File: src/rtl/reg_hazard_ctrl_pkg.sv
// Shared constants and types for the issue interlock / RF write-port arbiter.
package reg_hazard_ctrl_pkg;

   localparam int NREGS  = 32;
   localparam int ADDR_W = $clog2(NREGS);

   typedef logic [ADDR_W-1:0] reg_addr_t;

   localparam reg_addr_t X0_ADDR   = '0;
   localparam logic      WSEL_ALU  = 1'b0;
   localparam logic      WSEL_LONG = 1'b1;

endpackage : reg_hazard_ctrl_pkg

File: src/rtl/reg_hazard_ctrl_if.sv
// Decoder, writeback and RF write-port signals between the pipeline and reg_hazard_ctrl.
interface reg_hazard_ctrl_if;
   import reg_hazard_ctrl_pkg::*;

   logic      dec_valid_i;
   reg_addr_t dec_rs1_i;
   reg_addr_t dec_rs2_i;
   reg_addr_t dec_rs3_i;
   logic      dec_use_rs1_i;
   logic      dec_use_rs2_i;
   logic      dec_use_rs3_i;
   reg_addr_t dec_rd_i;
   logic      dec_wen_i;
   logic      dec_long_i;
   logic      issue_ready_o;

   logic      alu_wb_valid_i;
   reg_addr_t alu_wb_addr_i;
   logic      lng_wb_valid_i;
   reg_addr_t lng_wb_addr_i;
   logic      lng_wb_ready_o;

   logic      rf_we_o;
   reg_addr_t rf_waddr_o;
   logic      rf_wsel_o;

   modport master (
      output dec_valid_i, dec_rs1_i, dec_rs2_i, dec_rs3_i,
             dec_use_rs1_i, dec_use_rs2_i, dec_use_rs3_i,
             dec_rd_i, dec_wen_i, dec_long_i,
             alu_wb_valid_i, alu_wb_addr_i, lng_wb_valid_i, lng_wb_addr_i,
      input  issue_ready_o, lng_wb_ready_o, rf_we_o, rf_waddr_o, rf_wsel_o
   );

   modport slave (
      input  dec_valid_i, dec_rs1_i, dec_rs2_i, dec_rs3_i,
             dec_use_rs1_i, dec_use_rs2_i, dec_use_rs3_i,
             dec_rd_i, dec_wen_i, dec_long_i,
             alu_wb_valid_i, alu_wb_addr_i, lng_wb_valid_i, lng_wb_addr_i,
      output issue_ready_o, lng_wb_ready_o, rf_we_o, rf_waddr_o, rf_wsel_o
   );

endinterface : reg_hazard_ctrl_if

File: src/rtl/reg_hazard_ctrl_wb_arbiter.sv
// Fixed-priority RF write-port arbiter (ALU over long unit) with long-unit starvation throttle.
module wb_arbiter
   import reg_hazard_ctrl_pkg::*;
#(
   parameter int STARVE_LIMIT = 8
) (
   input  logic      clk_i,
   input  logic      rsn_i,
   input  logic      alu_wb_valid_i,
   input  reg_addr_t alu_wb_addr_i,
   input  logic      lng_wb_valid_i,
   input  reg_addr_t lng_wb_addr_i,
   output logic      lng_wb_ready_o,
   output logic      rf_we_o,
   output reg_addr_t rf_waddr_o,
   output logic      rf_wsel_o,
   output logic      throttle_o
);

   localparam int          SW      = $clog2(STARVE_LIMIT + 1);
   localparam logic [SW-1:0] LIMIT_C = SW'(STARVE_LIMIT);

   logic          alu_grant;
   logic          lng_grant;
   reg_addr_t     waddr_d, waddr_q;
   logic          wsel_d, wsel_q;
   logic [SW-1:0] starve_d, starve_q;
   logic          throttle_d, throttle_q;

   always_comb begin
      // NOTE: every signal written here gets a default first, so no path can infer a latch.
      alu_grant  = alu_wb_valid_i & ~rsn_i;
      lng_grant  = lng_wb_valid_i & ~alu_wb_valid_i & ~rsn_i;
      waddr_d    = waddr_q;
      wsel_d     = wsel_q;
      starve_d   = '0;
      throttle_d = throttle_q;

      if (alu_grant) begin
         waddr_d = alu_wb_addr_i;
         wsel_d  = WSEL_ALU;
      end else if (lng_grant) begin
         waddr_d = lng_wb_addr_i;
         wsel_d  = WSEL_LONG;
      end

      // Saturate rather than wrap so a very long denial keeps the throttle asserted.
      if (lng_wb_valid_i && alu_wb_valid_i)
         starve_d = (starve_q == LIMIT_C) ? starve_q : starve_q + SW'(1);

      if (lng_grant)
         throttle_d = 1'b0;
      else if (starve_d == LIMIT_C)
         throttle_d = 1'b1;
   end

   // NOTE: sequential state uses non-blocking assignments so all flops update from pre-edge values.
   always_ff @(posedge clk_i or posedge rsn_i) begin
      if (rsn_i) begin
         waddr_q    <= X0_ADDR;
         wsel_q     <= WSEL_ALU;
         starve_q   <= '0;
         throttle_q <= 1'b0;
      end else begin
         waddr_q    <= waddr_d;
         wsel_q     <= wsel_d;
         starve_q   <= starve_d;
         throttle_q <= throttle_d;
      end
   end

   // A granted write to x0 still consumes the port but never writes the file.
   assign rf_we_o        = (alu_grant | lng_grant) & (waddr_d != X0_ADDR);
   assign rf_waddr_o     = waddr_d;
   assign rf_wsel_o      = wsel_d;
   assign lng_wb_ready_o = lng_grant;
   assign throttle_o     = throttle_q;

endmodule : wb_arbiter

File: src/rtl/reg_hazard_ctrl.sv
// Issue interlock: busy scoreboard, long-op occupancy and hazard stall, plus the RF write-port arbiter.
module reg_hazard_ctrl
   import reg_hazard_ctrl_pkg::*;
#(
   parameter int MAX_LONG     = 4,
   parameter int STARVE_LIMIT = 8
) (
   input  logic             clk_i,
   input  logic             rsn_i,
   reg_hazard_ctrl_if.slave bus
);

   localparam int             LCW       = $clog2(MAX_LONG + 1);
   localparam logic [LCW-1:0] MAX_C     = LCW'(MAX_LONG);

   logic [NREGS-1:0] busy_d, busy_q;
   logic [LCW-1:0]   long_cnt_d, long_cnt_q;

   logic      stall;
   logic      issue_ready;
   logic      set_busy;
   logic      long_inc;
   logic      long_dec;
   logic      throttle;
   logic      lng_ready;
   logic      rf_we;
   reg_addr_t rf_waddr;
   logic      rf_wsel;

   wb_arbiter #(
      .STARVE_LIMIT (STARVE_LIMIT)
   ) u_wb_arbiter (
      .clk_i          (clk_i),
      .rsn_i          (rsn_i),
      .alu_wb_valid_i (bus.alu_wb_valid_i),
      .alu_wb_addr_i  (bus.alu_wb_addr_i),
      .lng_wb_valid_i (bus.lng_wb_valid_i),
      .lng_wb_addr_i  (bus.lng_wb_addr_i),
      .lng_wb_ready_o (lng_ready),
      .rf_we_o        (rf_we),
      .rf_waddr_o     (rf_waddr),
      .rf_wsel_o      (rf_wsel),
      .throttle_o     (throttle)
   );

   // Hazards look only at registered busy bits: a writeback clear is visible one cycle later.
   assign stall = (bus.dec_use_rs1_i & busy_q[bus.dec_rs1_i])
                | (bus.dec_use_rs2_i & busy_q[bus.dec_rs2_i])
                | (bus.dec_use_rs3_i & busy_q[bus.dec_rs3_i])
                | (bus.dec_wen_i     & busy_q[bus.dec_rd_i])
                | (bus.dec_long_i    & (long_cnt_q == MAX_C))
                | (throttle & ~bus.dec_long_i & bus.dec_wen_i);

   assign issue_ready = ~rsn_i & ~stall;
   assign set_busy    = bus.dec_valid_i & issue_ready & bus.dec_wen_i & (bus.dec_rd_i != X0_ADDR);
   assign long_inc    = set_busy & bus.dec_long_i;
   assign long_dec    = lng_ready;

   always_comb begin
      busy_d     = busy_q;
      long_cnt_d = long_cnt_q;

      // rf_we is already suppressed for x0, so it doubles as the clear strobe.
      if (rf_we)
         busy_d[rf_waddr] = 1'b0;
      if (set_busy)
         busy_d[bus.dec_rd_i] = 1'b1;
      busy_d[X0_ADDR] = 1'b0;

      if (long_inc && !long_dec && long_cnt_q != MAX_C)
         long_cnt_d = long_cnt_q + LCW'(1);
      else if (long_dec && !long_inc && long_cnt_q != '0)
         long_cnt_d = long_cnt_q - LCW'(1);
   end

   always_ff @(posedge clk_i or posedge rsn_i) begin
      if (rsn_i) begin
         busy_q     <= '0;
         long_cnt_q <= '0;
      end else begin
         busy_q     <= busy_d;
         long_cnt_q <= long_cnt_d;
      end
   end

   assign bus.issue_ready_o  = issue_ready;
   assign bus.lng_wb_ready_o = lng_ready;
   assign bus.rf_we_o        = rf_we;
   assign bus.rf_waddr_o     = rf_waddr;
   assign bus.rf_wsel_o      = rf_wsel;

endmodule : reg_hazard_ctrl

File: src/flat_wrapper.sv
// flat-port wrapper written by rule: the top's interface ports become plain ports
module reg_hazard_ctrl_flat import reg_hazard_ctrl_pkg::*;
#(
   parameter int MAX_LONG     = 4,
   parameter int STARVE_LIMIT = 8
)
  (clk_i, rsn_i, bus_dec_valid_i, bus_dec_rs1_i, bus_dec_rs2_i, bus_dec_rs3_i, bus_dec_use_rs1_i, bus_dec_use_rs2_i, bus_dec_use_rs3_i, bus_dec_rd_i, bus_dec_wen_i, bus_dec_long_i, bus_alu_wb_valid_i, bus_alu_wb_addr_i, bus_lng_wb_valid_i, bus_lng_wb_addr_i, bus_issue_ready_o, bus_lng_wb_ready_o, bus_rf_we_o, bus_rf_waddr_o, bus_rf_wsel_o);
  reg_hazard_ctrl_if bus_i ();
  input  logic clk_i;
  input  logic rsn_i;
  input wire logic [$bits(bus_i.dec_valid_i)-1:0] bus_dec_valid_i;
  input wire logic [$bits(bus_i.dec_rs1_i)-1:0] bus_dec_rs1_i;
  input wire logic [$bits(bus_i.dec_rs2_i)-1:0] bus_dec_rs2_i;
  input wire logic [$bits(bus_i.dec_rs3_i)-1:0] bus_dec_rs3_i;
  input wire logic [$bits(bus_i.dec_use_rs1_i)-1:0] bus_dec_use_rs1_i;
  input wire logic [$bits(bus_i.dec_use_rs2_i)-1:0] bus_dec_use_rs2_i;
  input wire logic [$bits(bus_i.dec_use_rs3_i)-1:0] bus_dec_use_rs3_i;
  input wire logic [$bits(bus_i.dec_rd_i)-1:0] bus_dec_rd_i;
  input wire logic [$bits(bus_i.dec_wen_i)-1:0] bus_dec_wen_i;
  input wire logic [$bits(bus_i.dec_long_i)-1:0] bus_dec_long_i;
  input wire logic [$bits(bus_i.alu_wb_valid_i)-1:0] bus_alu_wb_valid_i;
  input wire logic [$bits(bus_i.alu_wb_addr_i)-1:0] bus_alu_wb_addr_i;
  input wire logic [$bits(bus_i.lng_wb_valid_i)-1:0] bus_lng_wb_valid_i;
  input wire logic [$bits(bus_i.lng_wb_addr_i)-1:0] bus_lng_wb_addr_i;
  output wire logic [$bits(bus_i.issue_ready_o)-1:0] bus_issue_ready_o;
  output wire logic [$bits(bus_i.lng_wb_ready_o)-1:0] bus_lng_wb_ready_o;
  output wire logic [$bits(bus_i.rf_we_o)-1:0] bus_rf_we_o;
  output wire logic [$bits(bus_i.rf_waddr_o)-1:0] bus_rf_waddr_o;
  output wire logic [$bits(bus_i.rf_wsel_o)-1:0] bus_rf_wsel_o;
  assign bus_i.dec_valid_i = bus_dec_valid_i;
  assign bus_i.dec_rs1_i = bus_dec_rs1_i;
  assign bus_i.dec_rs2_i = bus_dec_rs2_i;
  assign bus_i.dec_rs3_i = bus_dec_rs3_i;
  assign bus_i.dec_use_rs1_i = bus_dec_use_rs1_i;
  assign bus_i.dec_use_rs2_i = bus_dec_use_rs2_i;
  assign bus_i.dec_use_rs3_i = bus_dec_use_rs3_i;
  assign bus_i.dec_rd_i = bus_dec_rd_i;
  assign bus_i.dec_wen_i = bus_dec_wen_i;
  assign bus_i.dec_long_i = bus_dec_long_i;
  assign bus_i.alu_wb_valid_i = bus_alu_wb_valid_i;
  assign bus_i.alu_wb_addr_i = bus_alu_wb_addr_i;
  assign bus_i.lng_wb_valid_i = bus_lng_wb_valid_i;
  assign bus_i.lng_wb_addr_i = bus_lng_wb_addr_i;
  assign bus_issue_ready_o = bus_i.issue_ready_o;
  assign bus_lng_wb_ready_o = bus_i.lng_wb_ready_o;
  assign bus_rf_we_o = bus_i.rf_we_o;
  assign bus_rf_waddr_o = bus_i.rf_waddr_o;
  assign bus_rf_wsel_o = bus_i.rf_wsel_o;
  reg_hazard_ctrl #(.MAX_LONG(MAX_LONG), .STARVE_LIMIT(STARVE_LIMIT)) u_core (.clk_i(clk_i), .rsn_i(rsn_i), .bus(bus_i));
endmodule
File: config.mk
export PLATFORM = sky130hd
export DESIGN_NAME = reg_hazard_ctrl_flat
export DESIGN_NICKNAME = d
export VERILOG_FILES = /design/src/rtl/reg_hazard_ctrl_pkg.sv /design/src/rtl/reg_hazard_ctrl_if.sv /design/src/rtl/reg_hazard_ctrl_wb_arbiter.sv /design/src/rtl/reg_hazard_ctrl.sv /design/src/flat_wrapper.sv
export SDC_FILE = /design/constraint.sdc
export NUM_CORES = 1
export LEC_CHECK = 0
export CORE_ASPECT_RATIO = 1.5
export CORE_UTILIZATION = 55
export CTS_BUF_LIST = sky130_fd_sc_hd__clkbuf_2
export CTS_CLUSTER_SIZE = 16
export DETAILED_ROUTE_END_ITERATION = 16
export GPL_TIMING_DRIVEN = 0
export PLACE_DENSITY = 0.88
export SLEW_MARGIN = 25
export SYNTH_ARGS = -nofsm -noshare
export SYNTH_HDL_FRONTEND = slang
export SYNTH_SLANG_ARGS = --single-unit
export TNS_END_PERCENT = 5
File: constraint.sdc
create_clock -name clk_i -period 5.6 [get_ports clk_i]
set_input_delay 1.4 -clock clk_i [delete_from_list [all_inputs] [get_ports clk_i]]
set_output_delay 1.4 -clock clk_i [all_outputs]
set_load 0.1 [all_outputs]
# ---- Word-level counts from Yosys, hierarchy flattened
# Index checks and enable logic that the tools add are counted.
dict set report word_totals {
  out_inout_bits 9
  reg_bits 45
  wordCells 87
}
dict set report classes {
  mux 24
  n_eq_ne 4
  bitwise 29
  order_cmp 7
  reduce_logical 14
  addsub 3
}
# cell n
set op_table {}
lappend op_table {{two-way mux 32 bit} 2}
lappend op_table {{bitwise AND 32 bit} 1}
lappend op_table {{NOT 32 bit} 1}
lappend op_table {{bitwise OR 32 bit} 1}
lappend op_table {{< comparator 5 x 6 -> 1 bit, second input constant} 5}
lappend op_table {{binary-select mux 1 bit (select 5 bit)} 4}
lappend op_table {{bitwise AND 1 bit} 16}
lappend op_table {{demux 1 bit (select 5 bit)} 2}
lappend op_table {{>= comparator 5 x 1 -> 1 bit, second input constant} 2}
lappend op_table {{two-way mux 1 bit} 10}
lappend op_table {{two-way mux 5 bit} 2}
lappend op_table {{nonzero test 5 bit} 2}
lappend op_table {{equality test 4 bit, second input constant} 2}
lappend op_table {{two-way mux 4 bit} 2}
lappend op_table {{logical AND 1 bit} 7}
lappend op_table {{two-way mux 3 bit} 2}
lappend op_table {{bitwise OR 1 bit} 6}
lappend op_table {{adder 4 x 1 -> 4 bit, second input constant} 1}
lappend op_table {{NOT 1 bit} 4}
lappend op_table {{nonzero test 2 bit} 2}
lappend op_table {{adder 3 x 1 -> 3 bit, second input constant} 1}
lappend op_table {{equality test 3 bit, second input constant} 1}
lappend op_table {{inequality test 3 bit, second input constant} 1}
lappend op_table {{nonzero test 3 bit} 1}
lappend op_table {{2 further kinds} 3}

# ---- Longest topological paths before layout
dict set report logic_depth {
  depth_word 19
  depth_mapped 14
  ltp_nobuf 12
}

# ---- Cells and area by module
# From an unflattened synthesis, not the netlist that was laid out.
dict set report hier_totals {
  cells_unflattened 328
  hier_area_um2 3331.9
}
# module cells_per_inst area_per_inst_um2 seq_area_each_um2 instances
set by_module_without_submodules {}
lappend by_module_without_submodules {reg_hazard_ctrl 265 2722.6 850.8 1}
lappend by_module_without_submodules {wb_arbiter 63 609.3 275.3 1}

# ---- Least setup slack after synthesis
# No wires, ideal clock.
dict set report synth_path {
  path_type {input -> output}
  startpoint {in rsn_i}
  endpoint {out bus_rf_we_o}
  arrival_time_ps 5619
  cell_stages 8
  slack_ps -1419
  t_required_ps 4200
  cell_sequence {clkbuf_1 -> inv_1 -> o21ai_1 -> nand2_1 -> o21ai_1 -> or3_1 -> nor3_1 -> nor2_1}
}
dict set report synth_via {
  elab_chain_len 6
  elab_cells_between_ends 8
  cone_classes {2 x mux; 5 x bitwise; 1 x reduce/logical}
}
# item line
set synth_lines {}
lappend synth_lines {{start, declared} flat_wrapper.sv:10} ;# input logic rsn_i;
lappend synth_lines {{NOT 1 bit (*)} {reg_hazard_ctrl_wb_arbiter.sv:32, reg_hazard_ctrl_wb_arbiter.sv:33}}
lappend synth_lines {{bitwise AND 1 bit} reg_hazard_ctrl_wb_arbiter.sv:33} ;# lng_grant = lng_wb_valid_i & ~alu_wb_valid_i & ~rsn_i;
lappend synth_lines {{two-way mux 5 bit} reg_hazard_ctrl_wb_arbiter.sv:42} ;# end else if (lng_grant) begin
lappend synth_lines {{two-way mux 5 bit (*)} reg_hazard_ctrl_wb_arbiter.sv:39} ;# if (alu_grant) begin
lappend synth_lines {{via bus_rf_waddr_o[2]} flat_wrapper.sv:28} ;# output wire logic [$bits(bus_i.rf_waddr_o)-1:0] bus_rf_waddr_o;
lappend synth_lines {{nonzero test 5 bit (*)} reg_hazard_ctrl_wb_arbiter.sv:73} ;# assign rf_we_o = (alu_grant | lng_grant) & (waddr_d != X0_ADDR);
lappend synth_lines {{bitwise AND 1 bit (*)} reg_hazard_ctrl_wb_arbiter.sv:73}
lappend synth_lines {{end, declared} flat_wrapper.sv:27} ;# output wire logic [$bits(bus_i.rf_we_o)-1:0] bus_rf_we_o;
# Mark *: on every way through the listed nets, which the timed path passes. The rest lies on a longest branch.

# ---- Worst setup path in the final report
dict set report layout_path {
  startpoint {in bus_dec_rd_i[1]}
  endpoint {out bus_issue_ready_o}
}
dict set report layout_via {
  elab_chain_len 8
}
# item line
set layout_lines {}
lappend layout_lines {{start, declared} flat_wrapper.sv:18} ;# input wire logic [$bits(bus_i.dec_rd_i)-1:0] bus_dec_rd_i;
lappend layout_lines {{binary-select mux 1 bit (select 5 bit)} reg_hazard_ctrl.sv:50} ;# | (bus.dec_wen_i & busy_q[bus.dec_rd_i])
lappend layout_lines {{two-way mux 1 bit (not written as such)} reg_hazard_ctrl.sv:50}
lappend layout_lines {{bitwise AND 1 bit} reg_hazard_ctrl.sv:50}
lappend layout_lines {{bitwise OR 1 bit} reg_hazard_ctrl.sv:50}
lappend layout_lines {{bitwise OR 1 bit} reg_hazard_ctrl.sv:51} ;# | (bus.dec_long_i & (long_cnt_q == MAX_C))
lappend layout_lines {{bitwise OR 1 bit} reg_hazard_ctrl.sv:52} ;# | (throttle & ~bus.dec_long_i & bus.dec_wen_i);
lappend layout_lines {{NOT 1 bit} reg_hazard_ctrl.sv:54} ;# assign issue_ready = ~rsn_i & ~stall;
lappend layout_lines {{bitwise AND 1 bit} reg_hazard_ctrl.sv:54}
lappend layout_lines {{end, declared} flat_wrapper.sv:25} ;# output wire logic [$bits(bus_i.issue_ready_o)-1:0] bus_issue_ready_o;
# No other way between the ends. The select of a mux whose other input is x is not followed.

==> reports/metrics.yaml <==
outcome:
  status: "finished clean"
global_route:
  antenna_found_initial: 0
  grtUsageTotal_pct: 31.0
  use_met3_pct: 4.23
  grt_pass1_wl_mm: 15.1
  grt_pass1_vias: 3128
  grt_busiest_layer: "met2"
  grt_max_degree: 25
  grt_remaining_overflow: 0
  grtUsageMet2_pct: 54.3
  globalRouteMet1Util_pct: 36.3
flow_run:
  cap_violations: 0
synthesis:
  ys_async_sr_fraction_pct: 100
  synth_adder_area_share_pct: 1.35
  synth-seq-cells: 45
  syn_area_per_cell_um2: 9.98
  synth_seq_area_share_pct: 33.7
  synth_compound_area_share_pct: 20.9
  synthMuxAreaShare_pct: 22.8
  synth_top_family_by_area: "multiplexers"
  ys.flop_type: "dfrtp_1"
  synthXorXnorAreaFrac_pct: 1.05
  yosys_warnings: 0
  synth-simple-area-share_pct: 16.1
  synth_area_um2: 3340
  synth_cells: 335
  synth_edf_count: 0
  syn_nets: 378
  yosys.cell_types.count: 55
timing:
  slew_headroom_pct: 27.3
  fmax_ghz: 0.183
  period_needed_ps: 5460
  final_hold_viol_count: 0
  finalSetupViolCount: 0
  rsz0062_at_grt: "yes"
  finalSetupTns_ps: 0
  timing.final.crit_share_pct: 97.4
  finClkSkew_ps: 15.4
  worst_pin_slew_ps: 1080
  slew_violations: 0
finish:
  area_delta_synth_final_pct: 17.0
  nets: 426
  final_cells: 456
  num_antenna_cells: 0
  drive_above_1_share_pct: 15.9
clock_network:
  htreeDepth: 2
  clock_path_buffers: 2
  clk_latency_ps: 430
  clock-sinks: 45
  cts_tree: "built"
  cts.clk_slew.worst_paths_ps: 220
  clockRootBuffer: "clkbuf_2"
  cts_buffers: 5
place:
  dp_cells: 446
  io_buffers: 39
  gp_congestion: 0.953
  dp_hpwl_mm: 6.94
critical_path:
  cpPeakStageDelay_ps: 510
  required_ps: 4200
  endpoint_kind: "output pin"
  crit_path_cell_trace: "clkdlybuf4s50_1 > buf_2 > clkbuf_2 > mux2i_1 > nor2_1 > o22ai_1 > nand4_1 > a21o_1 > nor2_1 > clkbuf_4"
  crit_top_cell: "nor2_1"
  critPathKind: "in2out"
  critical_path_buf_inv_count: 4
  critical_path.top_delay_family: "buffers and inverters"
  path_max_fanout: 10
  crit_slowest_cell: "clkdlybuf4s50_1"
  worstSetupStartpointType: "primary input"
  cp.arrival_ps: 4060
drt:
  avgViaCountPerCell: 6.88
  dr_total_vias: 3137
  first_iter_violations: 340
  wl_mm: 9.39
  post_drt_wl_per_cell_um: 20.6
  drt_first_pass_iters: 5
  remaining_drc_errors: 0
  ant_nets: 0
floorplan:
  dieArea_um2: 6400
  coreArea_um2: 5830
  num_rows: 34
  die_w_um: 65.6
  die_y_um: 97.5
  initial_core_util_pct: 57.3
  io-pin-count: 49
power:
  ir_drop_uv: 235
  p_per_area_nw_per_um2: 229
  static-leakage-power_nw: 1.60
hold_path:
  hp-class: "reg2reg"
[power breakdown]
group | internal, W | switching, W | leakage (nW)
clock | 0.0000314 | 0.000108 | 0.0327
sequential | 0.000366 | 0.0000541 | 0.600
combinational | 0.000136 | 0.000203 | 0.965
total | 0.000532 | 0.000365 | 1.60
[cell families (layout without fill, tap and decap cells)]
kind of cell,count (synthesis),after routing
AO/OA/AOI/OAI,108,108
AND/OR/NAND/NOR,96,96
XOR/XNOR,4,4
adder cells (fa/ha/maj),3,3
multiplexers,47,47
buffers and inverters,32,81
flip-flops,45,45
[cell usage after synthesis, types with 2 or more instances]
cell | n | area, um^2
a21o_1 | 3 | 22.5
a21oi_1 | 4 | 20.0
a22oi_1 | 5 | 37.5
a311oi_1 | 2 | 17.5
a31oi_1 | 2 | 12.5
and2_1 | 2 | 12.5
and3_1 | 3 | 18.8
buf_1 | 2 | 7.51
buf_2 | 2 | 10.0
buf_6 | 2 | 22.5
clkbuf_1 | 14 | 52.6
dfrtp_1 | 45 | 1130
ha_1 | 2 | 25.0
inv_1 | 11 | 41.3
mux2_2 | 4 | 45.0
mux2i_1 | 20 | 200
mux4_1 | 3 | 78.8
mux4_2 | 19 | 428
nand2_1 | 20 | 75.1
nand2b_1 | 3 | 18.8
nand3_1 | 9 | 45.0
nand3b_1 | 6 | 45.0
nand4_1 | 4 | 25.0
nor2_1 | 17 | 63.8
nor2b_1 | 6 | 37.5
nor3_1 | 5 | 25.0
nor3b_1 | 2 | 15.0
nor4_1 | 3 | 18.8
nor4bb_1 | 4 | 40.0
o211ai_1 | 2 | 15.0
o21ai_0 | 47 | 235
o21ai_1 | 3 | 15.0
o21ai_2 | 8 | 70.1
o22ai_1 | 4 | 25.0
o31ai_1 | 18 | 135
or3_1 | 6 | 37.5
or3b_2 | 2 | 17.5
xnor2_1 | 4 | 35.0
[registers in the layout, summed over array words and instances (netlist names)]
| register | count |
|---|---|
| u_core.u_wb_arbiter.wsel_q | 1 |
| u_core.long_cnt_q | 3 |
| u_core.busy_q | 31 |
| u_core.u_wb_arbiter.starve_q | 4 |
| u_core.u_wb_arbiter.throttle_o | 1 |
| u_core.u_wb_arbiter.waddr_q | 5 |
[cell usage in the layout, fill, tap and decap left out, drive strengths merged, types with 2 or more instances in the layout]
cell / instances
a21o: 3
a21oi: 4
a22oi: 5
a311oi: 2
a31oi: 2
and2: 2
and3: 3
buf: 7
clkbuf: 21
clkdlybuf4s15: 2
clkdlybuf4s50: 31
clkinv: 3
clkinvlp: 4
dfrtp: 45
dlymetal6s2s: 3
ha: 2
inv: 9
mux2: 5
mux2i: 20
mux4: 22
nand2: 20
nand2b: 3
nand3: 9
nand3b: 6
nand4: 4
nor2: 18
nor2b: 6
nor3: 5
nor3b: 2
nor4: 3
nor4bb: 4
o211ai: 2
o21ai: 58
o22ai: 4
o31ai: 18
or3: 6
or3b: 3
xnor2: 4
[repair_timing]
action / 4_1_cts / 5_1_grt
setup buffers: 0 / 0
setup endpoints to repair: 9 / 7
gates cloned: 2 / 0
hold buffers: 0 / 0
gates resized for setup: 13 / 9
[metrics by stage]
step / utilization, % / area (um^2) / hold WS [ps] / setup slack, ps / power, W
2_1_floorplan: - / 3370 / 455 / -159 / 0.000656
3_3_place_gp: 66.1 / 3850 / 460 / -1050 / 0.000744
3_5_place_dp: 66.1 / 3850 / 466 / -1100 / 0.000760
4_1_cts: 66.9 / 3900 / 511 / 31.8 / 0.000893
5_1_grt: 67.1 / 3910 / 522 / -1.55 / 0.000941
6_report: 67.1 / 3910 / 499 / 144 / 0.000897
[final timing paths]
check	start	end	slack, ps	cells after the start
setup reg to reg	u_core.busy_q[13]	u_core.long_cnt_q[1]	1760	12
hold / removal	u_core.u_wb_arbiter.waddr_q[0]	u_core.u_wb_arbiter.waddr_q[0]	500	1
min in group asynchronous	rsn_i	u_core.u_wb_arbiter.wsel_q	1270	2
setup / recovery	bus_dec_rd_i[1]	bus_issue_ready_o	140	10
max in group asynchronous	rsn_i	u_core.u_wb_arbiter.starve_q[0]	3890	2
hold reg to reg	u_core.u_wb_arbiter.waddr_q[0]	u_core.u_wb_arbiter.waddr_q[0]	500	1
[metal layers]
layer / routed length [um] / up-vias
li1: - / 1401
met1: 3420 / 1531
met2: 5010 / 174
met3: 655 / 31
met4: 302 / 0
met5: 0 / -
[final cells by class]
cell class,instances,area (um^2)
Buffer,20,95.1
Clock buffer,6,30.0
Clock inverter,2,10.0
Fill cell,453,1920
Inverter,12,52.6
Multi-Input combinational cell,258,2110
Sequential cell,45,1130
Tap cell,72,90.1
Timing Repair Buffer,39,389
Timing Repair inverter,2,12.5
Power figures use the tool's default switching activity.
